### src/rtl/soma_pkg.sv
// Shared types and constants for the 4-bit adder/display sequencer.
// Segment codes are gfedcba, active-high, indexed by the hex digit value.
package soma_pkg;

  localparam int DEF_DATA_W = 4;

  typedef enum logic [1:0] {
    S_IDLE   = 2'd0,
    S_HAVE_A = 2'd1,
    S_ADD    = 2'd2,
    S_SHOW   = 2'd3
  } state_t;

  // Packed so that HEX7[n] selects the code for digit n (last entry is digit 0).
  localparam logic [15:0][6:0] HEX7 = {
    7'h71, 7'h79, 7'h5E, 7'h39, 7'h7C, 7'h77, 7'h6F, 7'h7F,
    7'h07, 7'h7D, 7'h6D, 7'h66, 7'h4F, 7'h5B, 7'h06, 7'h3F
  };

endpackage

### src/rtl/hex7seg.sv
// Combinational hex digit to 7-segment (gfedcba) lookup.
module hex7seg
  import soma_pkg::*;
(
  input  logic [3:0] digit,
  output logic [6:0] segs
);

  assign segs = HEX7[digit];

endmodule

### src/rtl/soma_seq_ctrl.sv
// Two-operand step-driven adder sequencer driving the LED bank and one 7-segment digit.
// All outputs are registered and therefore show the previous cycle's state and data.
module soma_seq_ctrl
  import soma_pkg::*;
#(
  parameter int DATA_W     = DEF_DATA_W,
  parameter int BLINK_HALF = 8
) (
  input  logic              clk_2,
  input  logic              rst_n,
  input  logic              step,
  input  logic              clear,
  input  logic              acc_mode,
  input  logic [DATA_W-1:0] sw_data,
  output logic [7:0]        led,
  output logic [7:0]        seg,
  output logic              busy
);

  localparam int CNT_W = $clog2(2 * BLINK_HALF);
  localparam logic [CNT_W-1:0] CNT_LAST = CNT_W'(2 * BLINK_HALF - 1);
  localparam logic [CNT_W-1:0] CNT_HALF = CNT_W'(BLINK_HALF);

  logic              sync1, sync2, sync3;
  logic              step_pulse;
  state_t            state, next_state;
  logic [DATA_W-1:0] a_reg, b_reg;
  logic [DATA_W:0]   sum;
  logic [CNT_W-1:0]  blink_cnt;
  logic              dp;
  logic [3:0]        hex_in;
  logic [6:0]        hex_segs;
  logic [7:0]        led_nxt, seg_nxt;

  // Two flops resolve metastability; the third gives one pulse per press however long it is held.
  always_ff @(posedge clk_2 or negedge rst_n) begin
    if (!rst_n) begin
      sync1 <= 1'b0;
      sync2 <= 1'b0;
      sync3 <= 1'b0;
    end else begin
      sync1 <= step;
      sync2 <= sync1;
      sync3 <= sync2;
    end
  end

  assign step_pulse = sync2 & ~sync3;

  always_ff @(posedge clk_2 or negedge rst_n) begin
    if (!rst_n) state <= S_IDLE;
    else        state <= next_state;
  end

  always_comb begin
    next_state = state;
    if (clear) begin
      next_state = S_IDLE;
    end else begin
      unique case (state)
        S_IDLE:   if (step_pulse) next_state = S_HAVE_A;
        S_HAVE_A: if (step_pulse) next_state = S_ADD;
        S_ADD:    next_state = S_SHOW;
        S_SHOW:   if (step_pulse) next_state = acc_mode ? S_HAVE_A : S_IDLE;
      endcase
    end
  end

  // In accumulate mode the carry is dropped when the sum is chained back in as A.
  always_ff @(posedge clk_2 or negedge rst_n) begin
    if (!rst_n) begin
      a_reg <= '0;
      b_reg <= '0;
      sum   <= '0;
    end else if (clear) begin
      a_reg <= '0;
      b_reg <= '0;
      sum   <= '0;
    end else begin
      unique case (state)
        S_IDLE:   if (step_pulse) a_reg <= sw_data;
        S_HAVE_A: if (step_pulse) b_reg <= sw_data;
        S_ADD:    sum <= {1'b0, a_reg} + {1'b0, b_reg};
        S_SHOW:   if (step_pulse && acc_mode) a_reg <= sum[DATA_W-1:0];
      endcase
    end
  end

  always_ff @(posedge clk_2 or negedge rst_n) begin
    if (!rst_n)
      blink_cnt <= '0;
    else if (state == S_SHOW && next_state == S_SHOW)
      blink_cnt <= (blink_cnt == CNT_LAST) ? '0 : blink_cnt + 1'b1;
    else
      blink_cnt <= '0;
  end

  assign dp     = sum[DATA_W] & (blink_cnt < CNT_HALF);
  assign hex_in = (state == S_SHOW) ? sum[3:0] : sw_data[3:0];

  hex7seg u_hex7seg (
    .digit (hex_in),
    .segs  (hex_segs)
  );

  // Outside S_SHOW the digit previews the switches; S_ADD keeps the previous LED value.
  always_comb begin
    led_nxt = {1'b0, state, 5'd0};
    seg_nxt = {1'b0, hex_segs};
    unique case (state)
      S_IDLE:   led_nxt = {1'b0, state, 5'd0};
      S_HAVE_A: led_nxt = {1'b0, state, 1'b0, a_reg};
      S_ADD:    led_nxt = {1'b0, state, led[4:0]};
      S_SHOW: begin
        led_nxt = {sum[DATA_W], state, sum};
        seg_nxt = {dp, hex_segs};
      end
    endcase
  end

  always_ff @(posedge clk_2 or negedge rst_n) begin
    if (!rst_n) begin
      led  <= 8'h00;
      seg  <= 8'h00;
      busy <= 1'b0;
    end else begin
      led  <= led_nxt;
      seg  <= seg_nxt;
      busy <= (state == S_ADD);
    end
  end

endmodule

### config.mk
export PLATFORM = sky130hd
export DESIGN_NAME = soma_seq_ctrl
export DESIGN_NICKNAME = d
export VERILOG_FILES = /design/src/rtl/soma_pkg.sv /design/src/rtl/hex7seg.sv /design/src/rtl/soma_seq_ctrl.sv
export SDC_FILE = /design/constraint.sdc
export NUM_CORES = 1
export LEC_CHECK = 0
export BUFFER_PORTS_ARGS = -buffer_cell sky130_fd_sc_hd__buf_2
export CORE_MARGIN = 10
export CORE_UTILIZATION = 45
export DETAILED_ROUTE_END_ITERATION = 7
export GPL_ROUTABILITY_DRIVEN = 1
export HOLD_SLACK_MARGIN = 0.08
export PLACE_DENSITY = 0.7
export SYNTH_ARGS = -nofsm -noshare
export SYNTH_HDL_FRONTEND = slang
export SYNTH_SLANG_ARGS = --single-unit
### constraint.sdc
create_clock -name clk_2 -period 2.68 [get_ports clk_2]
set_input_delay 0.134 -clock clk_2 [delete_from_list [all_inputs] [get_ports clk_2]]
set_output_delay 0.134 -clock clk_2 [all_outputs]
set_load 0.05 [all_outputs]
Word-level counts from Yosys, hierarchy flattened
Memory sizes are Yosys's and may differ from the RTL's.
Cells that the tools add are included.

storage, ports and cells
  memories kept = 1
  ROM bits = 112
  logic and storage cells = 56
  register bits = 39
  output and inout port bits = 17
  input bits = 9

cells by class
  mux-type cells = 20
  $add $sub $neg = 2
  bitwise gates (word level) = 3
  equal/unequal tests = 7
  reduce and logical (&&, ||, !) cells = 9
  $lt $le $gt $ge = 2

memory list
  memory           depth  width  rd ports  clocked after memory_dff  wr ports  line          RTL
  (no name shown)  16     7      1         0                         0         hex7seg.sv:9  assign segs = HEX7[digit];

operator list
  kind                 count
  $mux 4               8
  $pmux 8 s4           1
  $mux 5               2
  $mux 2               4
  $mux 8               1
  $pmux 2 s4           1
  $pmux 4 s2           1
  $mux 7               1
  $eq 2x2->1 const B   3
  $ne 3x3->1 const B   2
  $reduce_bool 2->1    3
  $add 4x4->5          1
  $lt 4x5->1 const B   1
  $add 4x1->4 const B  1
  $eq 4x4->1 const B   1
  $lt 4x4->1 const B   1
  $reduce_and 3->1     1
  $reduce_bool 3->1    1
  $and 1x1->1          2
  $eq 2x1->1 const B   1
  $logic_and 1x1->1    2
  $logic_not 2->1      1
  $reduce_and 2->1     1
  $mux 1               1
  $not 1->1            1

Depth between registers and ports, before layout
Gate-level depths: netlist of the first run.

  depth after elaboration = 8
  gate-level depth with buffers = 7
  depth with buffers taken out = 6

Hierarchy
Synthesis of the first run repeated with hierarchy kept, for this count alone.

unflattened totals
  cells, all modules = 160
  area, all modules = 1934.4 µm²

modules (own cells, without submodules)
  module         instances  cells each  area each (µm²)  sequential area each (µm²)
  soma_seq_ctrl  1          127         1644.1           975.9
  hex7seg        1          33          290.3            0.0

Worst setup path before layout of the first run
Ideal clock, no wire load.

  path type = register to register
  start point = register state[0]
  end point = register seg[5]
  library setup time = 0.078 ns
  slack = 0.697 ns
  buffers on the path = 1
  clock period less this slack = 1.983 ns
  data arrival time = 1.905 ns
  cell stages (with the launch flop) = 8
  data required time = 2.602 ns
  cell sequence = dfrtp_1 and2_1 buf_2 mux2i_1 inv_1 ha_1 mux2_1 o21ai_1

between the ends
  word-level cells in the longest chain between the ends = 5

ends and longest elaborated chain
  element                       line                  RTL
  start: declaration            soma_seq_ctrl.sv:26   state_t state, next_state;
  start signal: assignment      soma_seq_ctrl.sv:52   else state <= next_state;
  $eq 2x2->1                    soma_seq_ctrl.sv:99   assign hex_in = (state == S_SHOW) ? sum[3:0] : sw_data[3:0];
  $mux 4                        soma_seq_ctrl.sv:99
  $mem_v2 16x7                  n/a
  $mux 7 (implied by the code)  hex7seg.sv:9
  via hex_segs[5]               soma_seq_ctrl.sv:32   logic [6:0] hex_segs;
  $mux 8                        soma_seq_ctrl.sv:110  unique case (state)
  end signal: assignment        soma_seq_ctrl.sv:128  seg <= seg_nxt;
  end: declaration              soma_seq_ctrl.sv:16   output logic [7:0] seg,

The timed path passes the listed nets, and every way through them passes these cells. The select of a mux whose other input is x is not followed.
A chain may end at the register's enable or synchronous reset.

Worst setup path after layout of the first run
  start point = register state[1]
  end point = register seg[3]

Same word-level chain as after synthesis.

==> results of run 1 <==
==> per-stage QoR <==
stage                     worst slack [ns]  area [um2]  util [%]  hold WS [ns]
after floorplan                      0.697        1930         -        -0.162
after global placement               0.711        2110      52.0         0.242
after detailed placement             0.658        2110      52.0         0.244
after CTS                            0.614        2240      55.2         0.162
after global routing                 0.387        2240      55.2         0.201
final                                0.586        2240      55.2         0.169
==> per-layer routing <==
| layer | wire length, um | up-vias | track usage [%] |
|---|---|---|---|
| met2 | 2110 | 55 | 19.9 |
| met3 | 256 | 8 | 4.11 |
| met5 | 0 | - | 0 |
| met1 | 1840 | 713 | 14.3 |
| met4 | 28 | 0 | 3.44 |
| li1 | - | 672 | - |
==> worst reg2reg max path, stage by stage, from the launching register on <==
cell and delay (ns):
dfrtp_1 0.35, and2_1 0.33, mux2i_1 0.49, inv_1 0.16
ha_1 0.33, a21oi_1 0.06, a22o_1 0.25
==> power by group through the flow <==
stage                     Clock, uW  Combinational, uW  Sequential (uW)
final                           491                198              630
after global routing            527                215              632
after CTS                       499                198              630
after detailed placement          0                195              642
after global placement            0                190              640
after floorplan                   0               80.5              693
==> placed cells by master (no fill, tap or decap), types with 2 or more instances in the layout <==
| master | count |
|---|---|
| ha_1 | 12 |
| mux2_1 | 5 |
| o21ai_1 | 4 |
| nor3_1 | 7 |
| nand2_1 | 9 |
| mux2i_1 | 11 |
| a211oi_1 | 6 |
| a21oi_1 | 8 |
| buf_4 | 3 |
| nand4b_1 | 4 |
| inv_1 | 7 |
| a32oi_1 | 2 |
| nand2b_1 | 3 |
| a21o_1 | 2 |
| inv_2 | 2 |
| a31oi_1 | 2 |
| o21ai_0 | 2 |
| a311oi_1 | 2 |
| nor2_1 | 14 |
| dlygate4sd3_1 | 2 |
| xnor2_1 | 2 |
| clkbuf_8 | 5 |
| dfrtp_1 | 39 |
| a22o_1 | 6 |
| nor2b_1 | 3 |
| buf_2 | 25 |
==> worst min path at each step <==
stage | startpoint | to | cells after the start
after floorplan | rst_n | a_reg[0] | 0
after global placement | step | sync1 | 1
after detailed placement | step | sync1 | 1
after CTS | sw_data[0] | b_reg[0] | 3
after global routing | sw_data[1] | b_reg[1] | 3
final | sw_data[0] | b_reg[0] | 3
==> cell type report <==
class                   count  area, um2
multi-input cells         117        888
repair buffers             30        168
clock inverters             3       43.8
inverters                   9       33.8
fillers                   340       1820
well taps                  50       62.6
clock buffers               5       68.8
flip-flops and latches     39        976
==> logic make-up after synthesis <==
group / after synthesis
AOI/OAI and AO/OA: 36
muxes: 17
buffers and inverters: 16
and+or+nand+nor: 49
DFF: 39
adders and majority gates: 13
xor gates and xnor gates: 2
==> flow_summary.toml, run 1 <==
[drt]
dr_total_vias = 1448
finalWirelength_mm = 4.24
wl_per_cell_um = 16.8
vias_per_cell = 5.72
drc = 0
drtPass1Iterations = 4
drtIter0Drc = 105
ant_nets = 0

[critical_path]
end_kind = "flop"
worstSetupPathType = "reg -> reg"
critPathMaxFanout = 7
critical_path.startpoint = "state[1]"
arrival_ns = 2.27
cp_slowest_stage_delay_ns = 0.49
crit_cells = 6
cp-start-kind = "flop"
cp.required_ns = 2.86
crit_family = "multiplexers"
worstPathCellList = "and2_1 -> mux2i_1 -> inv_1 -> ha_1 -> a21oi_1 -> a22o_1"
rr_startpoint = "state[1]"
r2r_slack_ns = 0.59
slowest_stage = "mux2i_1"
crit_buf_inv = 1
rr_endpoint = "seg[3]"
endpoint = "seg[3]"
rr_worst_depth = 6

[clock_network]
cts_hold_buf = 2
cts.sinks = 39
cts_buffer_depth = 2
cts-root-buf = "clkbuf_8"
worstSkewPairLatency_ns = 0.29
clk_pin_slew_ns = 0.08
cts_tree = "yes"
cts_max_level = 2
numCtsBuffers = 5
cts_setup_buffers = 0
cts_resized = 0

[synth]
synthSimpleGateAreaFrac_pct = 13.4
synth_warnings = 0
syn_nets = 194
synth-adder-area-share_pct = 8.84
netlist_top_cells_count = "39 x dfrtp_1, 14 x nor2_1, 12 x ha_1"
synth.distinct_cells = 37
avgSynthCellArea_um2 = 11.2
synthCells = 172
ys_top_cells_by_area = "dfrtp_1 51%, ha_1 7.8%, mux2i_1 5.7%, mux2_1 2.9%, nor2_1 2.7%"
synth_top_family_by_area = "compound AO/OA/AOI/OAI gates"
synth_top_area_share_pct = 50.7
yosysMostFrequentCell = "dfrtp_1"
synth_mux_area_share_pct = 9.23
synth-main-ff-cell = "dfrtp_1"
synth-compound-area-share_pct = 13.8
synth_xor_area_share_pct = 0.910
async_flop_share_pct = 100
seq_area_frac_synth_pct = 50.7
synth_top_area_cell = "dfrtp_1"
netlist_area_um2 = 1930
synth_edf_count = 0
ys_seq_elements = 39

[die]
initial_core_util_pct = 47.5
die-area_um2 = 7300
die_y_um = 85.4
core_um2 = 4060
placementRows = 23
dieWidth_um = 85.4
num_io_pins = 26

[cells_and_area]
nNetsFinal = 224
final_layout_size_suffix_gt1_share_pct = 20.2
antennaDiodeCount = 0
post_layout_nonfiller_instances = 253
area_delta_synth_final_pct = 16.4
top_regs = "led x8, seg x8, sum x5"

[placement]
gp_congestion = 0.793
numPortBuffers = 25
dpl.cell_count = 243
place_hpwl_mm = 3.05

[global_routing]
antenna_found_initial = 0
grt_pass1_wl_mm = 7.16
grt-ovfl-total = 0
grt_max_degree = 40
grtUsageTotal_pct = 12.0
grt_pass1_vias = 1456

[timing]
slew_violations = 0
slew_headroom_pct = 43.7
grt_setup_unrepaired = "no"
setup_viol = 0
worst_pin_slew_ns = 0.844
fmax_mhz = 477
fin_crit_sh_pct = 78.2
final_hold_viol_count = 0
setup-tns-final_ns = 0
skew_ns = 0.00823
fin_crit_ns = 2.09

[min_path]
hold_class = "in -> reg"

[power_and_ir_drop]
power_switching_uw = 367
p_seq_share_pct = 47.8
p_leak_uw = 0.00108
comb_power_share_pct = 15.0
total_power_uw = 1320
p_int_uw = 951
p_sw_share_pct = 27.9
pwr-share-clk_pct = 37.3
p_per_area_nw_per_um2 = 588
ir_drop_mv = 0.266

[outcome]
outcome = "completed"

[run]
drv_cap = 0
Note: power is estimated with default switching activity, not from simulation.
==> run 2: changes to the inputs <==
Settings changed: PLACE_DENSITY 0.7 to 0.72.
Clock period 2.68 ns to 1.8 ns, I/O delays scaled along.
==> flow_summary.toml, run 2 (synthesis gave the netlist of run 1 again) <==
[power_and_ir_drop]
comb_power_share_pct = 17.7
pwr-share-clk_pct = 29.9
p_seq_share_pct = 52.3
ir_drop_mv = 0.482
p_int_uw = 1280
power_switching_uw = 512
p_per_area_nw_per_um2 = 778
p_leak_uw = 0.00110
p_sw_share_pct = 28.6

[critical_path]
arrival_ns = 1.95
cp-start-kind = "flop"
end_kind = "flop"
cp.required_ns = 2.02
worstSetupPathType = "reg -> reg"
rr_startpoint = "state[0]"
r2r_slack_ns = 0.07
critPathMaxFanout = 4
critical_path.startpoint = "state[0]"

[timing]
slew_headroom_pct = 44.1
setup_viol = 0
final_hold_viol_count = 0
worst_pin_slew_ns = 0.838
slew_violations = 0
fmax_mhz = 579
fin_crit_ns = 1.73
skew_ns = 0.00693
fin_crit_sh_pct = 96.0
grt_setup_unrepaired = "yes"
setup_ws_ns = 0.0722

[clock_network]
cts_tree = "yes"
clk_pin_slew_ns = 0.07
cts_max_level = 2
cts.sinks = 39
cts_buffer_depth = 2
numCtsBuffers = 5
cts-root-buf = "clkbuf_8"
cts_setup_buffers = 0
worstSkewPairLatency_ns = 0.30

[drt]
routed.top_layer = "met4"
drtIter0Drc = 105
vias_per_cell = 5.54
ant_nets = 0
drc = 0
finalWirelength_mm = 4.36
drtPass1Iterations = 4
dr_total_vias = 1434
drt-met1-wl_mm = 1.90
dr_wl_met2_mm = 2.08
wl_per_cell_um = 16.8
wl_met3_um = 274

[global_routing]
grt_max_degree = 40
antenna_found_initial = 0
grt_pass1_wl_mm = 7.53
grt_pass1_vias = 1521
grt-ovfl-total = 0
grtUsageTotal_pct = 12.8

[cells_and_area]
final_common_cell = "dfrtp_1"
area_delta_synth_final_pct = 19.6
nNetsFinal = 232
layout_common_cells = "38 x dfrtp_1, 25 x buf_2, 14 x nor2_1"
fill_cells = 353
final_layout_size_suffix_gt1_share_pct = 24.4
antennaDiodeCount = 0
fin_area_um2 = 2300
top_regs = "led x8, seg x8, sum x5"

[placement]
place_hpwl_mm = 3.27
dpl_cell_area_um2 = 2210
gp_congestion = 0.835
dp_slack_ns = -0.0125
numPortBuffers = 25

[die]
die-area_um2 = 7300
initial_core_util_pct = 47.5
die_y_um = 85.4
num_io_pins = 26
placementRows = 23
dieWidth_um = 85.4
core_um2 = 4060

[outcome]
outcome = "completed"

[min_path]
hold_class = "in -> reg"
hold_path_startpoint = "sw_data[3]"

[run]
drv_cap = 0
==> run 2: what timing repair did <==
action | in CTS | in global routing
gates cloned | 0 | 0
hold endpoints to repair | 40 | 0
resized for setup | 1 | 1
hold buffers | 2 | 0
endpoints found under the setup margin | 1 | 3
==> run 2: path summary, 6_finish.rpt <==
check | end | depth (start not counted)
max | seg[5] | 6
min reg2reg | sync2 | 0
min in group asynchronous | blink_cnt[1] | 2
max in group asynchronous | state[0] | 2
min | b_reg[3] | 3
max reg2reg | seg[5] | 6
==> run 2: worst max-delay path, cell delays in order (launching register included) <==
cell	delay (ns)
dfrtp_2	0.38
and2_2	0.23
mux2i_4	0.25
inv_1	0.10
ha_1	0.25
mux2_1	0.30
o21ai_1	0.14
==> run 2: per-stage QoR <==
step | utilization, % | setup TNS [ns] | hold WS, ns | power, uW | cells
after floorplan | - | 0 | -0.206 | 1160 | 172
after global placement | 54.4 | 0 | 0.199 | 1260 | 251
after detailed placement | 54.4 | -0.0125 | 0.200 | 1270 | 251
after CTS | 56.7 | 0 | 0.118 | 1820 | 259
after global routing | 56.8 | -0.0941 | 0.145 | 1890 | 259
final | 56.8 | 0 | 0.126 | 1790 | 259
==> run 2: final cells by class <==
type	instances	area, um2	area share (%)
clock buffer	6	72.6	3.15
timing repair buffer	38	240	10.4
sequential	39	977	42.4
multi-input combinational	117	917	39.8
tap	50	62.6	2.72
inverter	9	33.8	1.47
==> run 2: layer usage <==
layer / global-route usage [%] / vias to the layer above
met3: 4.78 / 11
met5: 0 / -
li1: - / 688
met1: 14.6 / 697
met4: 5.69 / 0
met2: 20.6 / 38
==> run 2: power groups by stage <==
stage | Combinational [uW] | Sequential, uW | Clock [uW]
final | 318 | 938 | 536
after global routing | 345 | 942 | 607
after CTS | 320 | 938 | 566
after detailed placement | 317 | 955 | 0
after global placement | 306 | 952 | 0
after floorplan | 123 | 1030 | 0
